**config.mk**
```make
export PLATFORM = sky130hd
export DESIGN_NAME = fp_alu_host
export DESIGN_NICKNAME = d
export VERILOG_FILES = /design/src/rtl/fp_alu_pkg.sv /design/src/rtl/fp_alu_host_wdog.sv /design/src/rtl/fp_alu_host.sv
export SDC_FILE = /design/constraint.sdc
export NUM_CORES = 1
export LEC_CHECK = 0
export CAP_MARGIN = 20
export CORE_ASPECT_RATIO = 0.6
export CORE_UTILIZATION = 45
export DETAILED_ROUTE_END_ITERATION = 12
export GPL_ROUTABILITY_DRIVEN = 1
export GPL_TIMING_DRIVEN = 0
export PLACE_DENSITY_LB_ADDON = 0.12
export SKIP_LAST_GASP = 1
export SYNTH_ARGS = -nofsm -noshare
export SYNTH_HDL_FRONTEND = slang
export SYNTH_SLANG_ARGS = --single-unit
```
**constraint.sdc**
```tcl
create_clock -name clk -period 2.3 [get_ports clk]
set_clock_uncertainty 0.2 [all_clocks]
set_input_delay 0.23 -clock clk [delete_from_list [all_inputs] [get_ports clk]]
set_output_delay 0.23 -clock clk [all_outputs]
set_load 0.05 [all_outputs]
```
**src/rtl/fp_alu_pkg.sv**
```systemverilog
// Shared definitions for the byte-serial FP ALU host sequencer: opcodes,
// host FSM states, byte counts and the operand byte-select helper.
package fp_alu_pkg;

    localparam logic [1:0] OP_ADD = 2'b00;
    localparam logic [1:0] OP_SUB = 2'b01;

    localparam int OPERAND_BYTES = 4;
    localparam int RESULT_BYTES  = 4;

    typedef enum logic [2:0] {
        ST_IDLE      = 3'd0,
        ST_START     = 3'd1,
        ST_SEND      = 3'd2,
        ST_WAIT_DONE = 3'd3,
        ST_COLLECT   = 3'd4,
        ST_RESP      = 3'd5
    } host_state_e;

    // ops is {B, A}; idx 0..7 walks A then B, least significant byte first.
    function automatic logic [7:0] operand_byte(input logic [63:0] ops, input logic [2:0] idx);
        return ops[{idx, 3'b000} +: 8];
    endfunction

endpackage

```
**src/rtl/fp_alu_host_wdog.sv**
```systemverilog
// WAIT_DONE watchdog for fp_alu_host; only instantiated when
// FP_ALU_HOST_TIMEOUT_EN is defined.
module fp_alu_host_wdog #(
    parameter int TIMEOUT_CYCLES = 32
) (
    input  logic clk,
    input  logic rst_n,
    input  logic en,
    output logic expired
);

    localparam int CW = (TIMEOUT_CYCLES > 1) ? $clog2(TIMEOUT_CYCLES) : 1;

    logic [CW-1:0] count_q, count_d;

    // Restarts from 0 every time the host re-enters WAIT_DONE.
    always_comb begin
        count_d = '0;
        if (en) begin
            count_d = count_q + 1'b1;
        end
    end

    assign expired = en && (count_q == CW'(TIMEOUT_CYCLES - 1));

    always_ff @(posedge clk or negedge rst_n) begin
        if (!rst_n) begin
            count_q <= '0;
        end else begin
            count_q <= count_d;
        end
    end

endmodule

```
**src/rtl/fp_alu_host.sv**
```systemverilog
// Host-side sequencer for the byte-serial FP ALU: parallel request in, byte
// stream out, four result bytes back in. Optional watchdog: FP_ALU_HOST_TIMEOUT_EN.
module fp_alu_host
    import fp_alu_pkg::*;
#(
    parameter int TIMEOUT_CYCLES = 32
) (
    input  logic        clk,
    input  logic        rst_n,
    input  logic        req_valid,
    output logic        req_ready,
    input  logic [31:0] req_a,
    input  logic [31:0] req_b,
    input  logic [1:0]  req_opcode,
    output logic        resp_valid,
    input  logic        resp_ready,
    output logic [31:0] resp_result,
    output logic        resp_err,
    output logic        alu_start,
    output logic [1:0]  alu_opcode,
    output logic [7:0]  alu_in,
    input  logic [7:0]  alu_out,
    input  logic        alu_done,
    output logic        busy
);

    if (TIMEOUT_CYCLES < 1) begin : g_bad_timeout
        $error("fp_alu_host: TIMEOUT_CYCLES must be at least 1");
    end

    host_state_e state_q, state_d;
    logic [31:0] a_q, a_d, b_q, b_d, result_q, result_d;
    logic [1:0]  op_q, op_d;
    logic        start_q, start_d;
    logic [7:0]  in_q, in_d;
    logic [2:0]  cnt_q, cnt_d;
    logic        init_q, init_d;
    logic        accept;

`ifdef FP_ALU_HOST_TIMEOUT_EN
    logic err_q, err_d;
    logic wd_expired;

    fp_alu_host_wdog #(
        .TIMEOUT_CYCLES(TIMEOUT_CYCLES)
    ) u_wdog (
        .clk    (clk),
        .rst_n  (rst_n),
        .en     (state_q == ST_WAIT_DONE),
        .expired(wd_expired)
    );

    assign resp_err = err_q;
`else
    assign resp_err = 1'b0;
`endif

    // A response handshake and the next request may share one edge; that is
    // what allows a 16-cycle request period.
    assign req_ready   = init_q && ((state_q == ST_IDLE) || ((state_q == ST_RESP) && resp_ready));
    assign accept      = req_valid && req_ready;
    assign resp_valid  = (state_q == ST_RESP);
    assign resp_result = result_q;
    assign alu_start   = start_q;
    assign alu_opcode  = op_q;
    assign alu_in      = in_q;
    assign busy        = (state_q != ST_IDLE);

    always_comb begin
        state_d  = state_q;
        a_d      = a_q;
        b_d      = b_q;
        op_d     = op_q;
        start_d  = start_q;
        in_d     = in_q;
        cnt_d    = cnt_q;
        result_d = result_q;
        init_d   = 1'b1;
`ifdef FP_ALU_HOST_TIMEOUT_EN
        err_d    = err_q;
`endif
        case (state_q)
            ST_IDLE: begin
            end
            ST_START: begin
                start_d = 1'b0;
                in_d    = a_q[7:0];
                cnt_d   = 3'd0;
                state_d = ST_SEND;
            end
            ST_SEND: begin
                if (cnt_q == 3'(2 * OPERAND_BYTES - 1)) begin
                    state_d = ST_WAIT_DONE;
                end else begin
                    cnt_d = cnt_q + 3'd1;
                    in_d  = operand_byte({b_q, a_q}, cnt_q + 3'd1);
                end
            end
            ST_WAIT_DONE: begin
                if (alu_done) begin
                    result_d[7:0] = alu_out;
                    cnt_d         = 3'd0;
                    state_d       = ST_COLLECT;
                end
`ifdef FP_ALU_HOST_TIMEOUT_EN
                else if (wd_expired) begin
                    result_d = '0;
                    err_d    = 1'b1;
                    state_d  = ST_RESP;
                end
`endif
            end
            ST_COLLECT: begin
                case (cnt_q)
                    3'd0:    result_d[15:8]  = alu_out;
                    3'd1:    result_d[23:16] = alu_out;
                    default: result_d[31:24] = alu_out;
                endcase
                if (cnt_q == 3'(RESULT_BYTES - 2)) begin
                    state_d = ST_RESP;
                end else begin
                    cnt_d = cnt_q + 3'd1;
                end
            end
            ST_RESP: begin
                if (resp_ready) begin
                    state_d = ST_IDLE;
                end
            end
            default: state_d = ST_IDLE;
        endcase

        if (accept) begin
            a_d     = req_a;
            b_d     = req_b;
            op_d    = req_opcode;
            start_d = 1'b1;
            state_d = ST_START;
`ifdef FP_ALU_HOST_TIMEOUT_EN
            err_d   = 1'b0;
`endif
        end
    end

    always_ff @(posedge clk or negedge rst_n) begin
        if (!rst_n) begin
            state_q  <= ST_IDLE;
            a_q      <= '0;
            b_q      <= '0;
            op_q     <= '0;
            start_q  <= 1'b0;
            in_q     <= '0;
            cnt_q    <= '0;
            result_q <= '0;
            init_q   <= 1'b0;
        end else begin
            state_q  <= state_d;
            a_q      <= a_d;
            b_q      <= b_d;
            op_q     <= op_d;
            start_q  <= start_d;
            in_q     <= in_d;
            cnt_q    <= cnt_d;
            result_q <= result_d;
            init_q   <= init_d;
        end
    end

`ifdef FP_ALU_HOST_TIMEOUT_EN
    always_ff @(posedge clk or negedge rst_n) begin
        if (!rst_n) begin
            err_q <= 1'b0;
        end else begin
            err_q <= err_d;
        end
    end
`endif

endmodule

```
==> flow_summary.rst, run 1 <==
.. list-table::
   :header-rows: 1

   * - Metric
     - Value
   * - Status
     - completed
   * - Sw frac
     - 39.8%
   * - Summed instance area of the synthesized netlist
     - 5120 sq um
   * - Remaining Overflow, GRT
     - 0
   * - Routed WL per cell
     - 19.4 um
   * - Setup repair after global routing missed its margin
     - yes
   * - Area of the core region
     - 10800 sq um
   * - Switching Power
     - 4.65 mW
   * - Root Buffer Master
     - clkbuf_16
   * - Pins over their slew limit
     - 0
   * - Final number of setup-violating endpoints
     - 0
   * - Worst-path maximum fanout
     - 10
   * - Detailed router's first-iteration violation count
     - 219
   * - Post-CTS setup buffer count
     - 0
   * - Initial antenna violation count
     - 0
   * - Total detailed-routing wirelength
     - 12900 um
   * - Antenna diodes
     - 0
   * - Register-to-register setup slack
     - 90 ps
   * - Startpoint kind of the worst setup timing path
     - flip-flop
   * - Critical Path Sink Type
     - output port
   * - Clock period minus final worst setup slack
     - 2220 ps
   * - Count of distinct cell types in the synthesized netlist
     - 36
   * - Die Y-Extent
     - 84.7 um
   * - Count of endpoints failing hold in the final timing report
     - 0
   * - Largest voltage drop on the vdd net
     - 873 uV
   * - Vias in the first global route
     - 3674
   * - Sequential group share of total power
     - 30.9%
   * - P&R area growth vs syn
     - 40.4%
   * - Count of antenna-violating nets left after detailed routing
     - 0
   * - Max Buffers Root-to-Sink
     - 2
   * - Gpl congestion
     - 0.872
   * - Number of standard cells after synthesis
     - 374
   * - I/O Buffers
     - 124
   * - Actual transition at the worst max-transition pin
     - 711 ps
   * - Total Die Area
     - 11800 sq um
   * - Design Area, Final
     - 7190 sq um
   * - Number of levels in the clock H-tree
     - 4
   * - Seq/Total Area, Yosys
     - 55.7%
   * - WHS
     - 141 ps
   * - HPWL after DPL
     - 9210 um
   * - Internal cell power
     - 7.03 mW
   * - Final core utilization
     - 66.5%
   * - Type of the worst min-delay path
     - input pin to async pin
   * - Required time of the critical path
     - 1870 ps
   * - Type of the worst setup path
     - flip-flop to output port
   * - Average via count per standard cell
     - 5.35
   * - Reg2reg path depth
     - 6
   * - Total power
     - 11.7 mW
   * - Initial cell density of the core
     - 47.4%
   * - Ys Warns
     - 0
   * - Arrival time of data at the critical path endpoint
     - 1790 ps
   * - Global-route wire length before repair
     - 20300 um
   * - Net count after synthesis
     - 458
   * - Total placed instance area
     - 6570 sq um
   * - CTS buffer count
     - 17
   * - Via count
     - 3577
   * - Fraction of final layout cells sized beyond drive strength 1
     - 30.2%
   * - Flops & latches, synth
     - 114
   * - Total negative slack for setup checks
     - 0 ps
   * - Standard-cell rows
     - 29
   * - Crit Reg-Reg Endpoint
     - a_q[23]$_DFFE_PN0P_
   * - Clock Sink Count
     - 114
   * - Worst rel slew slack
     - 52.4%
   * - Max Clock Freq
     - 0.450 GHz
   * - DR DRC count
     - 0
   * - Clock insertion delay at the later pin of the skew report
     - 410 ps
   * - Clock transition at path regs
     - 60 ps
   * - Final net count
     - 601
   * - Clock network power share
     - 21.1%
   * - Number of placed I/O pins
     - 126
   * - Filler instances
     - 812
   * - Detailed-router iteration count before antenna repair
     - 5
   * - Clock tree from TritonCTS
     - yes
   * - Ratio of total power to cell area
     - 1620 nW/um^2
   * - Final period util
     - 96.6%
   * - Syn_area_per_cell
     - 13.7 sq um
   * - Pin count of the biggest net entering global routing
     - 74
   * - Relative contribution of combinational cells to total power
     - 47.9%
   * - Max-Cap Viols
     - 0
   * - Die width
     - 140 um
   * - All-layer global routing usage
     - 23.3%
   * - Static Leakage
     - 3.13 nW
   * - Start of the worst register-to-register path
     - state_q[0]$_DFFE_PN0P_
[routing by layer]
layer	GRT usage, %	wire length, um
met2	33.2	5590
met5	0	0
met1	33.8	6220
met4	6.99	136
met3	7.47	992
[timing repair]
action	CTS	global route
hold endpoints to repair	41	0
pin swaps	0	1
endpoints found under the setup margin	30	19
hold buffers	1	0
gates resized for setup	18	20
[synth_stat cells (all sizes together)]
library cell / instances / area [sq um]
ha: 5 / 62.6
nor3: 2 / 10.0
and2: 2 / 12.5
o22ai: 8 / 50.1
o21ai: 11 / 55.1
and3b: 1 / 8.76
a22oi: 17 / 128
clkbuf: 7 / 26.3
nand3: 9 / 45.0
buf: 15 / 87.6
conb: 2 / 7.51
mux2: 98 / 1170
or2: 1 / 6.26
dfrtp: 114 / 2850
mux2i: 35 / 350
nor2: 7 / 28.8
a21oi: 10 / 53.8
o221ai: 1 / 8.76
o211ai: 1 / 12.5
o32ai: 1 / 8.76
inv: 5 / 18.8
nand2: 10 / 37.5
or3b: 2 / 17.5
or3: 1 / 6.26
nand3b: 1 / 7.51
and3: 1 / 6.26
nand2b: 5 / 31.3
nor2b: 2 / 12.5
[registers in the layout, indices dropped and copies added, names as in the netlist]
signal	count
a_q	32
cnt_q	3
alu_start	1
alu_in	8
init_q	1
b_q	32
state_q	3
resp_result	32
alu_opcode	2
[through the flow]
| stage | setup slack (ps) | instances |
|---|---|---|
| floorplan | 22.7 | 374 |
| global placement | -3490 | 637 |
| detailed placement | -516 | 638 |
| CTS | -93.6 | 669 |
| global route | -22.6 | 668 |
| finish | 77.2 | 668 |
[cell usage in the layout (no fill, tap or decap), types with 2 or more instances in the layout]
cell type	count
o21ai_0	10
nand2b_1	5
nor3_1	2
conb_1	2
a22oi_2	3
nand2_1	10
buf_2	11
clkdlybuf4s50_1	120
ha_1	4
clkbuf_1	6
mux2_4	18
a22oi_1	14
buf_4	3
clkinv_2	4
dfrtp_1	114
o22ai_1	8
buf_6	2
nor2_1	5
inv_1	4
clkbuf_4	3
mux2_2	80
clkbuf_8	5
clkbuf_16	17
nand3_1	9
nor2_4	2
mux2i_1	35
nor2b_1	2
a21oi_1	9
[critical path: stages, from the launching register on]
cell and delay [ps]:
dfrtp_1 430, clkbuf_4 220, or3_1 390, clkdlybuf4s15_2 350
[cell type report]
cell class | instances | area (sq um) | area share, %
Sequential cell | 114 | 2850 | 39.7
Clock inverter | 5 | 50.0 | 0.696
Multi-Input combinational cell | 233 | 2190 | 30.4
Timing Repair Buffer | 126 | 1270 | 17.6
Inverter | 5 | 18.8 | 0.261
Tap cell | 139 | 174 | 2.42
Buffer | 20 | 133 | 1.84
Clock buffer | 26 | 509 | 7.08
[worst max-delay path by stage]
| stage | from | to | slack [ps] | depth (start not counted) |
|---|---|---|---|---|
| after global routing | state_q[0]$_DFFE_PN0P_ | resp_valid | -20 | 4 |
| after CTS | state_q[0]$_DFFE_PN0P_ | resp_valid | -90 | 4 |
| final | state_q[0]$_DFFE_PN0P_ | busy | 80 | 3 |
| after floorplan | cnt_q[0]$_DFFE_PN0P_ | alu_in[6]$_DFFE_PN0P_ | 20 | 9 |
| after global placement | rst_n | resp_result[8]$_DFFE_PN0P_ | -3490 | 1 |
| after detailed placement | cnt_q[0]$_DFFE_PN0P_ | alu_in[6]$_DFFE_PN0P_ | -520 | 8 |
[power by group through the flow]
stage               combinational (mW)  clock [mW]  sequential [mW]
finish                            5.60        2.47             3.61
global placement                  5.34           0             3.57
detailed placement                5.44           0             3.63
CTS                               5.52        2.51             3.61
global route                      5.90        2.61             3.74
floorplan                         2.44           0             4.83
[cell families after synthesis]
group | synth area share (%)
AOI/OAI and AO/OA | 6.18
DFF | 55.7
muxes | 29.7
buffers and inverters | 2.59
adders and majority gates | 1.22
and+or+nand+nor | 4.49
other | 0.147
No activity file was read; power rests on OpenSTA's default activity.
==> run 2, diff against run 1 <==
- CORE_MARGIN: not set -> 2
==> flow_summary.rst, run 2 (synthesis results as in run 1) <==
.. list-table::
   :header-rows: 1

   * - Metric
     - Value
   * - Status
     - completed
   * - Largest voltage drop on the vdd net
     - 1150 uV
   * - Reg2reg path depth
     - 6
   * - Die Y-Extent
     - 86.7 um
   * - Max Buffers Root-to-Sink
     - 2
   * - Post-CTS setup buffer count
     - 0
   * - HPWL after DPL
     - 9330 um
   * - Vias in the first global route
     - 3783
   * - Startpoint kind of the worst setup timing path
     - flip-flop
   * - Clock Sink Count
     - 114
   * - Clock tree from TritonCTS
     - yes
   * - Footprint of the multi-input gates
     - 2180 sq um
   * - Final period util
     - 96.7%
   * - P&R area growth vs syn
     - 41.2%
   * - Via count
     - 3582
   * - Final net count
     - 601
   * - Pin count of the biggest net entering global routing
     - 79
   * - Number of placed I/O pins
     - 126
   * - DR DRC count
     - 0
   * - Total negative slack for setup checks
     - 0 ps
   * - Detailed-router iteration count before antenna repair
     - 5
   * - Arrival time of data at the critical path endpoint
     - 1790 ps
   * - Average via count per standard cell
     - 5.32
   * - Count of endpoints failing hold in the final timing report
     - 0
   * - Total placed instance area
     - 6580 sq um
   * - Initial cell density of the core
     - 45.8%
   * - Initial antenna violation count
     - 0
   * - Placement Setup Slack
     - -532 ps
   * - Design Area, Final
     - 7230 sq um
   * - Register-to-register setup slack
     - 120 ps
   * - Number of levels in the clock H-tree
     - 4
   * - Type of the worst setup path
     - flip-flop to output port
   * - Worst rel slew slack
     - 47.8%
   * - All-layer global routing usage
     - 23.1%
   * - WHS
     - 75.8 ps
   * - Ratio of total power to cell area
     - 1640 nW/um^2
   * - Die width
     - 142 um
   * - Fraction of final layout cells sized beyond drive strength 1
     - 30.4%
   * - Area of the core region
     - 11200 sq um
   * - Filler instances
     - 887
   * - Start of the worst register-to-register path
     - state_q[0]$_DFFE_PN0P_
   * - Standard-cell rows
     - 30
   * - Detailed router's first-iteration violation count
     - 188
   * - Global-route wire length before repair
     - 20900 um
   * - Commonest non-fill, non-tap cells in the layout
     - clkdlybuf4s50_1, dfrtp_1, mux2_2
   * - Worst setup startpoint
     - state_q[0]$_DFFE_PN0P_
   * - Critical Path Sink Type
     - output port
   * - Type of the worst min-delay path
     - input pin to async pin
   * - Clock transition at path regs
     - 50 ps
   * - Root Buffer Master
     - clkbuf_16
   * - Crit Reg-Reg Endpoint
     - a_q[23]$_DFFE_PN0P_
   * - Final core utilization
     - 64.7%
   * - Setup repair after global routing missed its margin
     - yes
   * - Clock period minus final worst setup slack
     - 2220 ps
   * - Max Clock Freq
     - 0.450 GHz
   * - Clock insertion delay at the later pin of the skew report
     - 410 ps
   * - Antenna diodes
     - 0
   * - Gpl congestion
     - 0.869
   * - End point of the critical path
     - req_ready
   * - Worst-path maximum fanout
     - 6
   * - Routed WL per cell
     - 19.6 um
   * - Total Die Area
     - 12300 sq um
   * - I/O Buffers
     - 124
   * - FF/Latch Area
     - 2850 sq um
   * - Required time of the critical path
     - 1870 ps
   * - Most common library cell in the layout ignoring fill and taps
     - clkdlybuf4s50_1
   * - CTS buffer count
     - 17
   * - Static Leakage
     - 3.13 nW
   * - Final number of setup-violating endpoints
     - 0
   * - Pins over their slew limit
     - 0
   * - Actual transition at the worst max-transition pin
     - 779 ps
   * - Total detailed-routing wirelength
     - 13200 um
   * - Remaining Overflow, GRT
     - 0
   * - Worst Slack Setup Final
     - 75.4 ps
   * - Count of antenna-violating nets left after detailed routing
     - 0
   * - Max-Cap Viols
     - 0
[run 2: what timing repair did]
| item | in CTS | in global routing |
|---|---|---|
| hold buffers | 1 | 0 |
| pin swaps | 0 | 1 |
| endpoints found under the setup margin | 30 | 23 |
| hold endpoints to repair | 114 | 0 |
| gates resized for setup | 16 | 20 |
[run 2: per-layer routing]
metal	vias up	GRT usage, %	share of wire (%)	wire length (um)
met3	14	6.80	6.2	811
met4	0	7.64	1.0	137
met2	119	33.5	44	5800
met1	1801	33.3	49	6420
met5	-	0	0	0
li1	1648	-	-	-
[run 2: how the worst min path moves through the flow]
stage / from / endpoint / slack [ps]
3_3_place_gp: alu_start$_DFFE_PN0P_ / alu_start$_DFFE_PN0P_ / 260
6_report: rst_n / b_q[19]$_DFFE_PN0P_ / 80
5_1_grt: rst_n / b_q[19]$_DFFE_PN0P_ / 110
3_5_place_dp: rst_n / b_q[18]$_DFFE_PN0P_ / -50
2_1_floorplan: rst_n / a_q[0]$_DFFE_PN0P_ / -270
4_1_cts: rst_n / b_q[17]$_DFFE_PN0P_ / 70
[run 2: area by class of cell]
class                   instances  area share [%]
inverters                       5           0.259
flip-flops and latches        114            39.4
clock buffers                  18            6.07
clock inverters                13            2.23
multi-input cells             233            30.1
well taps                     144            2.49
plain buffers                  20            1.83
repair buffers                126            17.6
[run 2: report_power, final]
group	total [mW]	internal, mW	switching [mW]
registers	3.62	3.02	0.597
clock network	2.69	1.72	0.963
logic	5.56	2.39	3.17
[run 2: through the flow]
| step | instances | power, mW |
|---|---|---|
| final | 673 | 11.9 |
| after floorplan | 374 | 7.27 |
| after detailed placement | 643 | 9.06 |
| after global placement | 642 | 8.91 |
| after CTS | 674 | 11.8 |
| after global routing | 673 | 12.5 |
[run 2: critical path, cell delays in order, from the launching register on]
cell and delay (ps):
dfrtp_1 430, or2_1 290, a21oi_4 160, clkdlybuf4s15_1 500
==> patch: new RTL, flow settings as in run 2 <==
The option `FP_ALU_HOST_TIMEOUT_EN` is turned on by a define.
--- a/src/rtl/fp_alu_host.sv
+++ b/src/rtl/fp_alu_host.sv
@@ -1,4 +1,6 @@
 // Host-side sequencer for the byte-serial FP ALU: parallel request in, byte
 // stream out, four result bytes back in. Optional watchdog: FP_ALU_HOST_TIMEOUT_EN.
+`define FP_ALU_HOST_TIMEOUT_EN
+
 module fp_alu_host
     import fp_alu_pkg::*;
Check against the original RTL: same outputs for any inputs over 10 cycles, from zero or initial values and one cycle with rst_n low; that may be too few to reach the edited logic, so the function may still have changed.
==> patch against run 2 <==
- critical path type unchanged
- critical endpoint is now resp_valid
- final area grew 5.7%
- sequential share of layout area down 0.15 points
- critical path depth rose by 1
- power is 0.56% lower
- largest cell class unchanged
- worst setup slack improved by 6.1 ps
- routed wire length grew 9.2%
- count of clock-buffer cells in the layout grew 2
- synthesized area rose by 5.9%
- sequential cell count grew 6
==> patch: results (changes against run 2) <==
final_layout:
  nMultiInputCombCells: 289  # +24%
  nNetsFinal: 678  # +13%
  drive_above_1_share_pct: 22.8  # -7.6 points
  clock_buffers: 20  # +2
  instances_no_fill: 770  # +14%
  n_all_buffers: 151  # +3.4%
  inverters: 13  # +8
  nFlopsAndLatches: 120  # +5.3%
  buffer_area_share_pct: 18.8  # -0.57 points
  seq_area_share_pct: 39.3  # -0.15 points
  multi_input_area_um2: 2320  # +6.7%
  clkCellAreaFrac_pct: 8.14  # -0.17 points
global_routing:
  grt_pass1_wl_um: 22300  # +6.5%
  use_met2_pct: 32.9  # -0.61 points
  grt_use_met1_pct: 34.1  # +0.82 points
  grt_max_degree: 96  # +22%
pwr:
  sequentialPowerShare_pct: 30.9  # +0.4 points
  pwr-share-comb_pct: 45.3  # -1.5 points
  ir_drop_mv: 0.682  # -41%
  p_sw_share_pct: 39.0  # -0.80 points
  leakagePower_nw: 3.28  # +4.9%
  power_density_nw_per_um2: 1540  # -5.9%
route:
  dr.pass1.iters: 4  # -1
  wl_met2_um: 6200  # +6.9%
  wl_met3_um: 999  # +23%
  via_count: 4020  # +12%
  drt-initial-drc-count: 242  # +29%
  m1WireLength_um: 7060  # +9.9%
yosys:
  avgSynthCellArea_um2: 12.1  # -12%
  synthTopCellsByCount: "120 x dfrtp_1, 66 x mux2_2, 56 x nand2_1"
  ys_top_cells_by_area: "dfrtp_1 55%, mux2_2 14%, mux2i_1 7.9%"
  yosysSeqAreaShare_pct: 55.3  # -0.35 points
  yosysUniqueCellTypes: 43  # +19%
clock_tree:
  cts_resized: 21  # +5
  insertion_delay_ps: 410  # about the same
worst_setup_path:
  slowest_delay_ps: 440  # -60 ps
  cpMaxStageDelayCell: "dfrtp_1"
  rr_startpoint: "cnt_q[0]"
  crit_start: "state_q[2]"
  cp_max_fo: 10  # +4
sta:
  worst-slew-pin-transition_ps: 768  # -11.2 ps
floorplanning:
  core-area_um2: 11900  # +6.5%
placement:
  place_hpwl_um: 10500  # +13%
  placedCellCount: 739  # +15%
  gp_congestion: 0.886  # +1.9%
  placed_area_um2: 6920  # +5.2%
  preCtsSetupSlack_ps: -518  # +13.7 ps
outcome:
  outcome: "finished, final reports clean"
patch: path summary, 6_finish.rpt:
| check | to | slack (ps) | cells past startpoint |
|---|---|---|---|
| worst max-delay path | resp_valid | 80 | 4 |
| worst min-delay path | resp_result[18] | 50 | 2 |
| worst max register to register | alu_in[6] | 100 | 9 |
| worst min register to register | u_wdog.count_q[0] | 280 | 1 |
| max in group asynchronous | a_q[4] | 1100 | 3 |
| min in group clk | alu_opcode[1] | 230 | 2 |
patch: logic make-up (layout without fill, tap and decap cells):
kind of cell | count (synthesis) | after routing | share of synthesized area [%]
xor gates and xnor gates | 2 | 2 | 0.323
adders and majority gates | 7 | 7 | 1.61
muxes | 110 | 110 | 21.8
and+or+nand+nor | 92 | 92 | 7.79
DFF | 120 | 120 | 55.3
AOI/OAI and AO/OA | 77 | 77 | 9.87
buffers and inverters | 39 | 196 | 3.18
other | 1 | 1 | 0.0691
